$ cat src/rtl/seq_multiplier_pkg.sv
// Shared types and sizing helpers for the iterative shift-add multiplier.
// Imported by the multiplier top and its bench.
package seq_multiplier_pkg;

  typedef enum logic [1:0] {
    IDLE = 2'd0,
    BUSY = 2'd1,
    DONE = 2'd2
  } seq_mul_state_t;

  function automatic int cnt_w(input int w);
    return $clog2(w + 1);
  endfunction

endpackage

$ cat src/rtl/seq_multiplier_if.sv
// Operand/product handshake bundle for seq_multiplier.
// master drives operands and out_ready; slave is the multiplier.
interface seq_multiplier_if #(
  parameter int W = 8
);
  logic           in_valid;
  logic           in_ready;
  logic [W-1:0]   in_a;
  logic [W-1:0]   in_b;
  logic           in_signed;
  logic           out_valid;
  logic           out_ready;
  logic [2*W-1:0] out_prod;

  modport master (
    output in_valid, in_a, in_b,
    output in_signed, out_ready,
    input  in_ready, out_valid, out_prod
  );

  modport slave (
    input  in_valid, in_a, in_b,
    input  in_signed, out_ready,
    output in_ready, out_valid, out_prod
  );
endinterface

$ cat src/rtl/seq_multiplier_cond_negate.sv
// Conditional two's-complement negation: o_out = i_neg ? -i_in : i_in.
// Used for operand magnitudes and the final product sign fix.
module cond_negate #(
  parameter int W = 8
) (
  input  logic [W-1:0] i_in,
  input  logic         i_neg,
  output logic [W-1:0] o_out
);
  assign o_out = i_neg ? -i_in : i_in;
endmodule

$ cat src/rtl/seq_multiplier.sv
// Iterative shift-add multiplier, signed or unsigned per operation.
// Build option: SEQ_MULTIPLIER_EARLY_EXIT_EN ends BUSY once b is exhausted.
module seq_multiplier
  import seq_multiplier_pkg::*;
#(
  parameter int W = 8
) (
  input  logic            clk,
  input  logic            reset,
  seq_multiplier_if.slave bus
);
  localparam int CW = cnt_w(W);

  seq_mul_state_t r_state;
  logic [2*W-1:0] r_mcand;
  logic [2*W-1:0] r_acc;
  logic [2*W-1:0] r_prod;
  logic [W-1:0]   r_mplier;
  logic [CW-1:0]  r_cnt;
  logic           r_neg;

  logic [W-1:0]   w_abs_a;
  logic [W-1:0]   w_abs_b;
  logic [W-1:0]   w_mplier_nxt;
  logic [2*W-1:0] w_acc_nxt;
  logic [2*W-1:0] w_prod;
  logic           w_neg_a;
  logic           w_neg_b;
  logic           w_last;

  assign w_neg_a = bus.in_signed & bus.in_a[W-1];
  assign w_neg_b = bus.in_signed & bus.in_b[W-1];

  cond_negate #(.W(W)) u_abs_a (
    .i_in  (bus.in_a),
    .i_neg (w_neg_a),
    .o_out (w_abs_a)
  );

  cond_negate #(.W(W)) u_abs_b (
    .i_in  (bus.in_b),
    .i_neg (w_neg_b),
    .o_out (w_abs_b)
  );

  assign w_mplier_nxt = r_mplier >> 1;
  assign w_acc_nxt    = r_acc + (r_mplier[0] ? r_mcand : '0);

  // Sign fix applies to the accumulator including this cycle's add.
  cond_negate #(.W(2*W)) u_sign (
    .i_in  (w_acc_nxt),
    .i_neg (r_neg),
    .o_out (w_prod)
  );

`ifdef SEQ_MULTIPLIER_EARLY_EXIT_EN
  assign w_last = (r_cnt == CW'(W-1)) ||
                  (w_mplier_nxt == '0);
`else
  assign w_last = (r_cnt == CW'(W-1));
`endif

  always_ff @(posedge clk) begin
    if (!reset) begin
      r_state  <= IDLE;
      r_mcand  <= '0;
      r_acc    <= '0;
      r_prod   <= '0;
      r_mplier <= '0;
      r_cnt    <= '0;
      r_neg    <= 1'b0;
    end else begin
      unique case (r_state)
        IDLE: begin
          if (bus.in_valid) begin
            r_mcand  <= {{W{1'b0}}, w_abs_a};
            r_mplier <= w_abs_b;
            r_neg    <= bus.in_signed &
                        (bus.in_a[W-1] ^ bus.in_b[W-1]);
            r_acc    <= '0;
            r_cnt    <= '0;
            r_state  <= BUSY;
          end
        end
        BUSY: begin
          r_acc    <= w_acc_nxt;
          r_mcand  <= r_mcand << 1;
          r_mplier <= w_mplier_nxt;
          r_cnt    <= r_cnt + CW'(1);
          if (w_last) begin
            r_prod  <= w_prod;
            r_state <= DONE;
          end
        end
        DONE: begin
          if (bus.out_ready) r_state <= IDLE;
        end
        default: r_state <= IDLE;
      endcase
    end
  end

  assign bus.in_ready  = (r_state == IDLE);
  assign bus.out_valid = (r_state == DONE);
  assign bus.out_prod  = r_prod;
endmodule

$ cat src/flat_wrapper.sv
// flat-port wrapper written by rule: the top's interface ports become plain ports
module seq_multiplier_flat import seq_multiplier_pkg::*;
#(
  parameter int W = 8
)
  (clk, reset, bus_in_valid, bus_in_a, bus_in_b, bus_in_signed, bus_out_ready, bus_in_ready, bus_out_valid, bus_out_prod);
  seq_multiplier_if #(.W(W)) bus_i ();
  input  logic clk;
  input  logic reset;
  input wire logic [$bits(bus_i.in_valid)-1:0] bus_in_valid;
  input wire logic [$bits(bus_i.in_a)-1:0] bus_in_a;
  input wire logic [$bits(bus_i.in_b)-1:0] bus_in_b;
  input wire logic [$bits(bus_i.in_signed)-1:0] bus_in_signed;
  input wire logic [$bits(bus_i.out_ready)-1:0] bus_out_ready;
  output wire logic [$bits(bus_i.in_ready)-1:0] bus_in_ready;
  output wire logic [$bits(bus_i.out_valid)-1:0] bus_out_valid;
  output wire logic [$bits(bus_i.out_prod)-1:0] bus_out_prod;
  assign bus_i.in_valid = bus_in_valid;
  assign bus_i.in_a = bus_in_a;
  assign bus_i.in_b = bus_in_b;
  assign bus_i.in_signed = bus_in_signed;
  assign bus_i.out_ready = bus_out_ready;
  assign bus_in_ready = bus_i.in_ready;
  assign bus_out_valid = bus_i.out_valid;
  assign bus_out_prod = bus_i.out_prod;
  seq_multiplier #(.W(W)) u_core (.clk(clk), .reset(reset), .bus(bus_i));
endmodule
$ cat config.mk
export PLATFORM = sky130hd
export DESIGN_NAME = seq_multiplier_flat
export DESIGN_NICKNAME = d
export VERILOG_FILES = /design/src/rtl/seq_multiplier_pkg.sv /design/src/rtl/seq_multiplier_if.sv /design/src/rtl/seq_multiplier_cond_negate.sv /design/src/rtl/seq_multiplier.sv /design/src/flat_wrapper.sv
export SDC_FILE = /design/constraint.sdc
export NUM_CORES = 1
export LEC_CHECK = 0
export CAP_MARGIN = 15
export CORE_MARGIN = 5
export CORE_UTILIZATION = 55
export CTS_BUF_LIST = sky130_fd_sc_hd__clkbuf_4 sky130_fd_sc_hd__clkbuf_8
export CTS_CLUSTER_SIZE = 30
export DETAILED_ROUTE_END_ITERATION = 7
export PLACE_DENSITY = 0.75
export SLEW_MARGIN = 0
export SYNTH_ARGS = -nofsm -noshare
export SYNTH_HDL_FRONTEND = slang
export SYNTH_SLANG_ARGS = --single-unit
$ cat constraint.sdc
create_clock -name clk -period 6.27 [get_ports clk]
set_input_delay 0.627 -clock clk [delete_from_list [all_inputs] [get_ports clk]]
set_output_delay 0.627 -clock clk [all_outputs]
set_load 0.02 [all_outputs]
After elaboration in Yosys (flattened, before gate mapping). Index checks and enable logic that the tools add are counted.

Flip-flop bits (word level): 63. Logic and storage cells: 44. Bits of input ports: 21. Output and inout bits: 18.

Add/subtract/negate cells: 5. Mux-type cells: 16. Eq/ne operators: 6. Reduce and logical (&&, ||, !) cells: 6. Bitwise gates (word level): 4.

Operators by type and width (number): $mux W16 (4); $pmux W16 S2 (2); $mux W8 (3); $add A16 B16 Y16 (1); $neg A16 Y16 (1); $neg A8 Y8 (2); $pmux W8 S2 (1); $pmux W4 S2 (1); $mux W2 (3); $pmux W2 S3 (1); $reduce_and A2 Y1 (3); $add A4 B1 Y4 const B (1); $eq A4 B3 Y1 const B (1); $mux W4 (1); $ne A2 B2 Y1 const B (2); $and A1 B1 Y1 (3); $reduce_and A3 Y1 (1); $eq A2 B1 Y1 const B (1); $eq A2 B2 Y1 const B (1); $logic_not A2 Y1 (1); $ne A2 B1 Y1 const B (1); $reduce_bool A2 Y1 (1); $xor A1 B1 Y1 (1).

Longest topological paths before layout. Gate-level depths: netlist of run 1.

Depth after elaboration: 4. Mapped depth: 12. Mapped depth without buffers: 11.

Cells and area by module. From an unflattened synthesis of run 1, not the netlist that was laid out.

Cells, all modules: 470. Area, all modules: 3970.1 um2.

Modules (own cells, without submodules): seq_multiplier (times used 1, area each 3274.4 um2, sequential area each 1261.2 um2, cells each 381); cond_negate at u_core.u_sign (times used 1, area each 352.8 um2, sequential area each 0.0 um2, cells each 47); cond_negate at u_core.u_abs_a ... (times used 2, area each 171.4 um2, sequential area each 0.0 um2, cells each 21).

Worst setup path before layout of run 1. No wires, ideal clock.

Kind: register -> register. From: register u_core.r_mplier[0]. To: register u_core.r_prod[15] (netlist: u_core.bus.out_prod[15]). Buffers on the path: 0. Data required time: 6137 ps. Cell stages (with the launch flop): 12. Period minus slack after synthesis: 3184 ps. Data arrival time: 3051 ps. Setup time: 133 ps. Path slack: 3086 ps. Path through: dfxtp_1 and2_1 ha_1 fa_1 a211oi_2 o21ai_1 xnor2_2 o2111ai_2 or4_4 o41ai_1 xor2_1 a21oi_1.

Longest elaborated chain between the ends: 4.

Ends and longest elaborated chain: start: declaration (line seq_multiplier.sv:18) `logic [W-1:0] r_mplier;`; start signal: assignment (line seq_multiplier.sv:77) `r_mplier <= w_abs_b;`; start signal: assignment (line seq_multiplier.sv:88) `r_mplier <= w_mplier_nxt;`; $mux W16 (*) (line seq_multiplier.sv:47) `assign w_acc_nxt = r_acc + (r_mplier[0] ? r_mcand : '0);`; $add A16 B16 Y16 (*) (line seq_multiplier.sv:47); $neg A16 Y16 (line seq_multiplier_cond_negate.sv:10) `assign o_out = i_neg ? -i_in : i_in;`; $mux W16 (*) (line seq_multiplier_cond_negate.sv:10); end signal: assignment (line seq_multiplier.sv:91) `r_prod <= w_prod;`; end: declaration (line seq_multiplier.sv:17) `logic [2*W-1:0] r_prod;`.

Every way passes the cells marked *; elsewhere a longest branch is shown, timed or not. A chain may end at the register's enable or synchronous reset.

Worst setup path after layout of run 1.
From: register u_core.r_mplier[0]. To: register u_core.r_prod[14] (netlist: u_core.bus.out_prod[14]).

Same word-level chain as after synthesis.

==> results of run 1 <==
==> power groups by stage <==
| stage | Sequential, mW | Clock [mW] | Combinational [mW] |
|---|---|---|---|
| after floorplan | 0.425 | 0 | 0.0760 |
| after global routing | 0.422 | 0.373 | 0.124 |
| after CTS | 0.421 | 0.351 | 0.113 |
| final | 0.421 | 0.346 | 0.112 |
| after global placement | 0.429 | 0 | 0.110 |
| after detailed placement | 0.430 | 0 | 0.112 |
==> synth_stat cells, types with 2 or more instances <==
cell type,count
buf_1,2
a311oi_1,2
a31oi_1,5
a211oi_1,10
and2_1,19
o41ai_1,4
a22oi_1,16
or2_2,2
o31ai_1,6
dfxtp_1,63
and3_1,2
a211oi_2,2
o21ai_2,2
nand2b_1,5
nor3_1,6
a21o_1,3
nor2b_1,2
or3_1,4
nor2_1,40
inv_1,16
o21a_1,5
nand3b_1,2
nand3_1,28
o21ai_0,15
nand4_1,2
a221oi_1,2
xor2_1,22
clkbuf_1,23
xnor2_1,12
nand2_1,57
o211ai_1,4
ha_1,19
a21oi_1,61
==> worst paths after layout <==
check,from,to,slack (ps)
setup / recovery,u_core.r_mplier[0],u_core.bus.out_prod[14],2720
hold reg to reg,u_core.bus.out_prod[2],u_core.bus.out_prod[2],460
setup reg to reg,u_core.r_mplier[0],u_core.bus.out_prod[14],2720
hold / removal,u_core.bus.out_prod[2],u_core.bus.out_prod[2],460
==> cells by family after synthesis <==
family          Yosys count
compound gates          149
xor+xnor                 35
fa+ha+maj                20
buf+inv                  42
flops                    63
simple gates            174
==> through the flow <==
step           area, µm²  instances  total power [mW]  setup slack (ps)  hold slack (ps)
5_1_grt             4410        597             0.919              2390              477
3_5_place_dp        4220        581             0.542              2750              451
4_1_cts             4410        597             0.885              2740              460
3_3_place_gp        4220        581             0.539              2820              442
2_1_floorplan       3790        483             0.501              3090              432
6_report            4410        597             0.880              2720              455
==> area by class of cell <==
cell class | count | area share (%)
Clock inverter | 6 | 1.39
Clock buffer | 10 | 2.98
Timing Repair Buffer | 44 | 9.65
Tap cell | 80 | 2.27
Sequential cell | 63 | 28.6
Multi-Input combinational cell | 378 | 53.8
Inverter | 16 | 1.36
==> metal layers <==
layer / wire, µm / share of wire, % / global-route usage (%)
met5: 0 / 0 / 0
met4: 172 / 1.9 / 8.79
met3: 481 / 5.3 / 3.46
met2: 4280 / 47 / 35.2
met1: 4220 / 46 / 28.3
==> layout by cell type, fill, tap and decap left out, types with 2 or more instances in the layout <==
cell,instances
xor2_1,22
dfxtp_1,63
and2_1,19
o21ai_0,15
a21o_1,3
buf_4,6
a22oi_1,16
nand3b_1,2
nand3_1,28
o21ai_2,2
nor2_1,40
a21oi_1,61
ha_1,19
a211oi_1,10
a211oi_2,2
inv_1,16
o41ai_1,4
or2_2,2
a311oi_1,2
xnor2_1,12
o211ai_1,4
clkdlybuf4s50_1,38
o21a_1,5
or3_1,4
nand4_1,2
clkinv_2,3
a221oi_1,2
o31ai_1,6
a31oi_1,5
nor3_1,6
clkbuf_8,9
and3_1,2
nand2_1,57
nand2b_1,5
==> tightest hold or removal path: cells and delay by family (launching register included) <==
kind / cells / cell delay, ps
flops: 1 / 310
compound gates: 1 / 50
simple gates: 1 / 50
==> sequential cells by signal, summed over array words and instances, names as in the netlist <==
register             cells
u_core.r_cnt             4
u_core.r_acc            16
u_core.bus.out_prod     16
u_core.r_neg             1
u_core.r_mcand          16
u_core.r_mplier          8
u_core.r_state           2
==> impl_metrics.json, run 1 <==
{
  "path_buf_inv": 0,
  "critPathLaunchType": "register",
  "cap_violations": 0,
  "finalSetupTns_ps": 0,
  "synth_cell_types": 53,
  "grt_pass1_wl_mm": 15.0,
  "wl_per_cell_um": 15.3,
  "status": "complete, no violations",
  "gp_congestion": 0.887,
  "first_iter_violations": 333,
  "nets": 553,
  "synth_top_area_cell": "dfxtp_1",
  "synth_area_leaders": "dfxtp_1 33%, a21oi_1 8.0%, ha_1 6.3%",
  "relSlewSlack_pct": 54.4,
  "start_util_pct": 56.2,
  "synth-async-reset-ratio_pct": 0,
  "switching_power_uw": 239,
  "worstHoldPathType": "reg -> reg",
  "cp_top_family": "compound AO/OA/AOI/OAI gates",
  "ioPinCount": 39,
  "htreeDepth": 3,
  "regArea_um2": 1260,
  "setup_viol": 0,
  "ys_ff_latch": 63,
  "die_w_um": 93.1,
  "cts_resized": 0,
  "vias": 3546,
  "pwr-share-seq_pct": 47.9,
  "cpPeakStageDelay_ps": 590,
  "drc": 0,
  "ant_nets": 0,
  "p_comb_share_pct": 12.8,
  "clkTransAtPathRegs_ps": 70,
  "min_period_ps": 3550,
  "internal_power_uw": 641,
  "drive_above_1_share_pct": 7.16,
  "rows": 30,
  "synth_fa_ha_area_share_pct": 6.79,
  "clock-sinks": 63,
  "worstSkewPairLatency_ps": 340,
  "maxSlewViolCount": 0,
  "synthMuxAreaShare_pct": 0,
  "ys_seq_area_share_pct": 33.2,
  "synth_top_area_share_pct": 33.2,
  "cts_buffer_depth": 2,
  "track_usage_pct": 21.5,
  "finalClockSkew_ps": 9.87,
  "fp.coreArea_um2": 6760,
  "finalCritPeriodShare_pct": 56.5,
  "postCtsHoldBufs": 0,
  "hold_path_depth": 2,
  "synth_enable_flop_cells": 0,
  "postRouteWirelength_mm": 9.15,
  "syn_area_um2": 3790,
  "synth.avg_cell_area_um2": 7.86,
  "r2r_cells": 11,
  "rsz0062_at_grt": "false",
  "overflow": 0,
  "n_antenna_cell": 0,
  "syn2layout_area_growth_pct": 16.2,
  "synthSimpleGateAreaFrac_pct": 21.8,
  "die_h_um": 93.1,
  "clkPwrFrac_pct": 39.4,
  "drt-vias-per-instance": 5.94,
  "vdd_drop_max_uv": 107,
  "drtPass1Iterations": 5,
  "ys.flop_type": "dfxtp_1",
  "syn-instance-count": 483,
  "synth-compound-area-share_pct": 25.6,
  "worstSetupPathType": "reg -> reg",
  "grt_pass1_vias": 3246,
  "cts-root-buf": "clkbuf_8",
  "swShare_pct": 27.2,
  "hpwl_mm": 6.70,
  "synth_xor_area_share_pct": 8.28,
  "fmax_mhz": 282,
  "cp_max_fo": 17,
  "powerDensity_nw_per_um2": 200,
  "dieArea_um2": 8660,
  "grt_max_degree": 44,
  "hold_viol": 0,
  "crit_cells": 11,
  "fin_util_pct": 65.3,
  "cts_buffers": 9,
  "endpoint_kind": "register",
  "yosysWarnings": 0,
  "synth_nets": 524,
  "fill_cells": 611,
  "cp_slowest_cell": "or4_4",
  "antenna_found_initial": 0,
  "io_buffers": 38,
  "multiInputGateArea_um2": 2370,
  "path_cells": "and2_1 > ha_1 > fa_1 > a211oi_2 > o21ai_1 > xnor2_2 > o2111ai_2 > or4_4 > o41ai_1 > xor2_1 > a21oi_1",
  "postCtsSetupRepairBufs": 0,
  "critical_path_required_ps": 6480,
  "static-leakage-power_nw": 1.71,
  "cp.arrival_ps": 3760,
  "synth_top_family_by_area": "compound AO/OA/AOI/OAI gates",
  "tritoncts": "yes",
  "worst_pin_slew_ps": 674
}
Note: power is estimated with default switching activity, not from simulation.
==> run 2: changes to the inputs <==
- CORE_UTILIZATION: 55 -> 53
- clock period: 6.27 -> 3.09 ns (I/O delays scaled with it)
==> run 2 against run 1 <==
The run now ends with setup timing left. Routed wire length increased by 9.8%. Worst setup slack got worse by 2700 ps. Clock skew decreased by 2.0 ps. Clock power increased to 2.5 times the previous value. Sequential cell count unchanged. Critical path type unchanged. Largest power group is now clock.
==> impl_metrics.json, run 2 (synthesis gave the netlist of run 1 again) <==
{
  "status": "finished with violations",
  "violations": "setup timing",
  "cts_buffer_depth": 2,
  "worstSetupPathType": "reg -> reg",
  "relSlewSlack_pct": 41.5,
  "track_usage_pct": 22.4,
  "clock-sinks": 63,
  "hold_viol": 0,
  "postLayoutCellArea_um2": 4860,
  "final_common_cell": "dfxtp_1",
  "ant_nets": 0,
  "grt_pass1_wl_mm": 15.7,
  "io_buffers": 38,
  "cap_violations": 0,
  "antenna_found_initial": 0,
  "cts_buffers": 9,
  "worst_pin_slew_ps": 875,
  "powerDensity_nw_per_um2": 410,
  "final_cell_mix": "61 x dfxtp_1, 60 x a21oi_1, 57 x nand2_1",
  "min_period_ps": 3110,
  "dieArea_um2": 8950,
  "first_iter_violations": 240,
  "cp_slowest_cell": "or4_4",
  "ioPinCount": 39,
  "overflow": 0,
  "worstSkewPairLatency_ps": 350,
  "rsz0062_at_grt": "true",
  "postRouteWirelength_mm": 10.0,
  "placed_area_um2": 4400,
  "hold_ws_ps": 449,
  "critical_path_required_ps": 3320,
  "drive_above_1_share_pct": 15.5,
  "worst_slack_ps": -20.8,
  "preCtsSetupSlack_ps": -117,
  "maxSlewViolCount": 0,
  "syn2layout_area_growth_pct": 28.0,
  "cp_max_fo": 11,
  "htreeDepth": 3,
  "gp_congestion": 0.920,
  "tritoncts": "yes",
  "die_w_um": 94.6,
  "drt-vias-per-instance": 5.76,
  "rows": 30,
  "finalSetupTns_ps": -20.8,
  "power_mw": 1.99,
  "clkTransAtPathRegs_ps": 70,
  "path_cells": "buf_4 > and2_1 > ha_1 > and3_1 > and2_1 > a21oi_1 > xnor2_1 > or4_4 > o41ai_4 > xor2_1 > a21oi_1",
  "fin_util_pct": 70.7,
  "n_antenna_cell": 0,
  "grt_max_degree": 45,
  "grt_pass1_vias": 3325,
  "static-leakage-power_nw": 1.89,
  "worstHoldPathType": "reg -> reg",
  "fin_cells": 637,
  "cp.arrival_ps": 3340,
  "drtPass1Iterations": 5,
  "fp.coreArea_um2": 6870,
  "drc": 0,
  "dp.cells": 616,
  "cpPeakStageDelay_ps": 590,
  "hpwl_mm": 7.03,
  "die_h_um": 94.6,
  "vdd_drop_max_uv": 299,
  "setup_viol": 1,
  "wl_per_cell_um": 15.8,
  "critPathLaunchType": "register",
  "nets": 577,
  "finalClockSkew_ps": 7.88,
  "start_util_pct": 55.2,
  "vias": 3669,
  "finalCritPeriodShare_pct": 101,
  "cts-root-buf": "clkbuf_8",
  "fmax_mhz": 321,
  "endpoint_kind": "register"
}
==> run 2: cell count changes in the layout (fill, tap and decap cells not counted), moves of 3 or more <==
cell | previous run | this run
a211oi_4 | 0 | 3
ha_1 | 19 | 13
ha_4 | 0 | 4
buf_4 | 6 | 30
o21ai_1 | 1 | 4
a211oi_1 | 10 | 7
o21ai_0 | 15 | 10
==> run 2: layer usage <==
metal,share of wire (%),routed length [µm],GRT usage [%],vias up
met1,46,4580,29.8,1698
met3,5.4,540,3.82,17
li1,-,-,-,1830
met5,0,0,0,-
met4,1.9,187,8.41,0
met2,47,4730,36.2,124
==> run 2: area by class of cell <==
cell class	instances	area, µm²
fillers	590	2010
clock inverters	6	108
clock buffers	10	138
repair buffers	68	606
well taps	96	120
inverters	16	60.1
flip-flops and latches	63	1260
multi-input cells	378	2560
==> run 2: repair_timing <==
item	in CTS	in global routing
buffers inserted	1	4
setup endpoints to repair	4	6
pin swaps	8	10
gates resized for setup	8	29
hold buffers	0	0
==> run 2: critical path: cells and delay by family (launching register included) <==
| kind | cells | cell delay (ps) |
|---|---|---|
| simple gates | 4 | 1150 |
| compound gates | 3 | 650 |
| xor+xnor | 2 | 310 |
| fa+ha+maj | 1 | 370 |
| flops | 1 | 340 |
| buf+inv | 1 | 170 |
==> run 2: path summary, 6_finish.rpt <==
check                                       startpoint                 endpoint  slack [ps]  cells past startpoint
worst max-delay path                u_core.r_mplier[0]  u_core.bus.out_prod[15]         -20                     11
worst max register to register      u_core.r_mplier[0]  u_core.bus.out_prod[15]         -20                     11
worst min register to register  u_core.bus.out_prod[2]   u_core.bus.out_prod[2]         450                      2
worst min-delay path            u_core.bus.out_prod[2]   u_core.bus.out_prod[2]         450                      2
==> run 2: power breakdown <==
part,internal (mW),switching [mW],total [mW]
registers,0.833,0.0208,0.854
logic,0.104,0.151,0.256
clock network,0.555,0.327,0.881
total,1.49,0.499,1.99
==> run 3: changes to the inputs <==
- HOLD_SLACK_MARGIN: unset -> 0.15
==> results of run 3 <==
Final layout, timing and power as in run 2 (identical DEF).
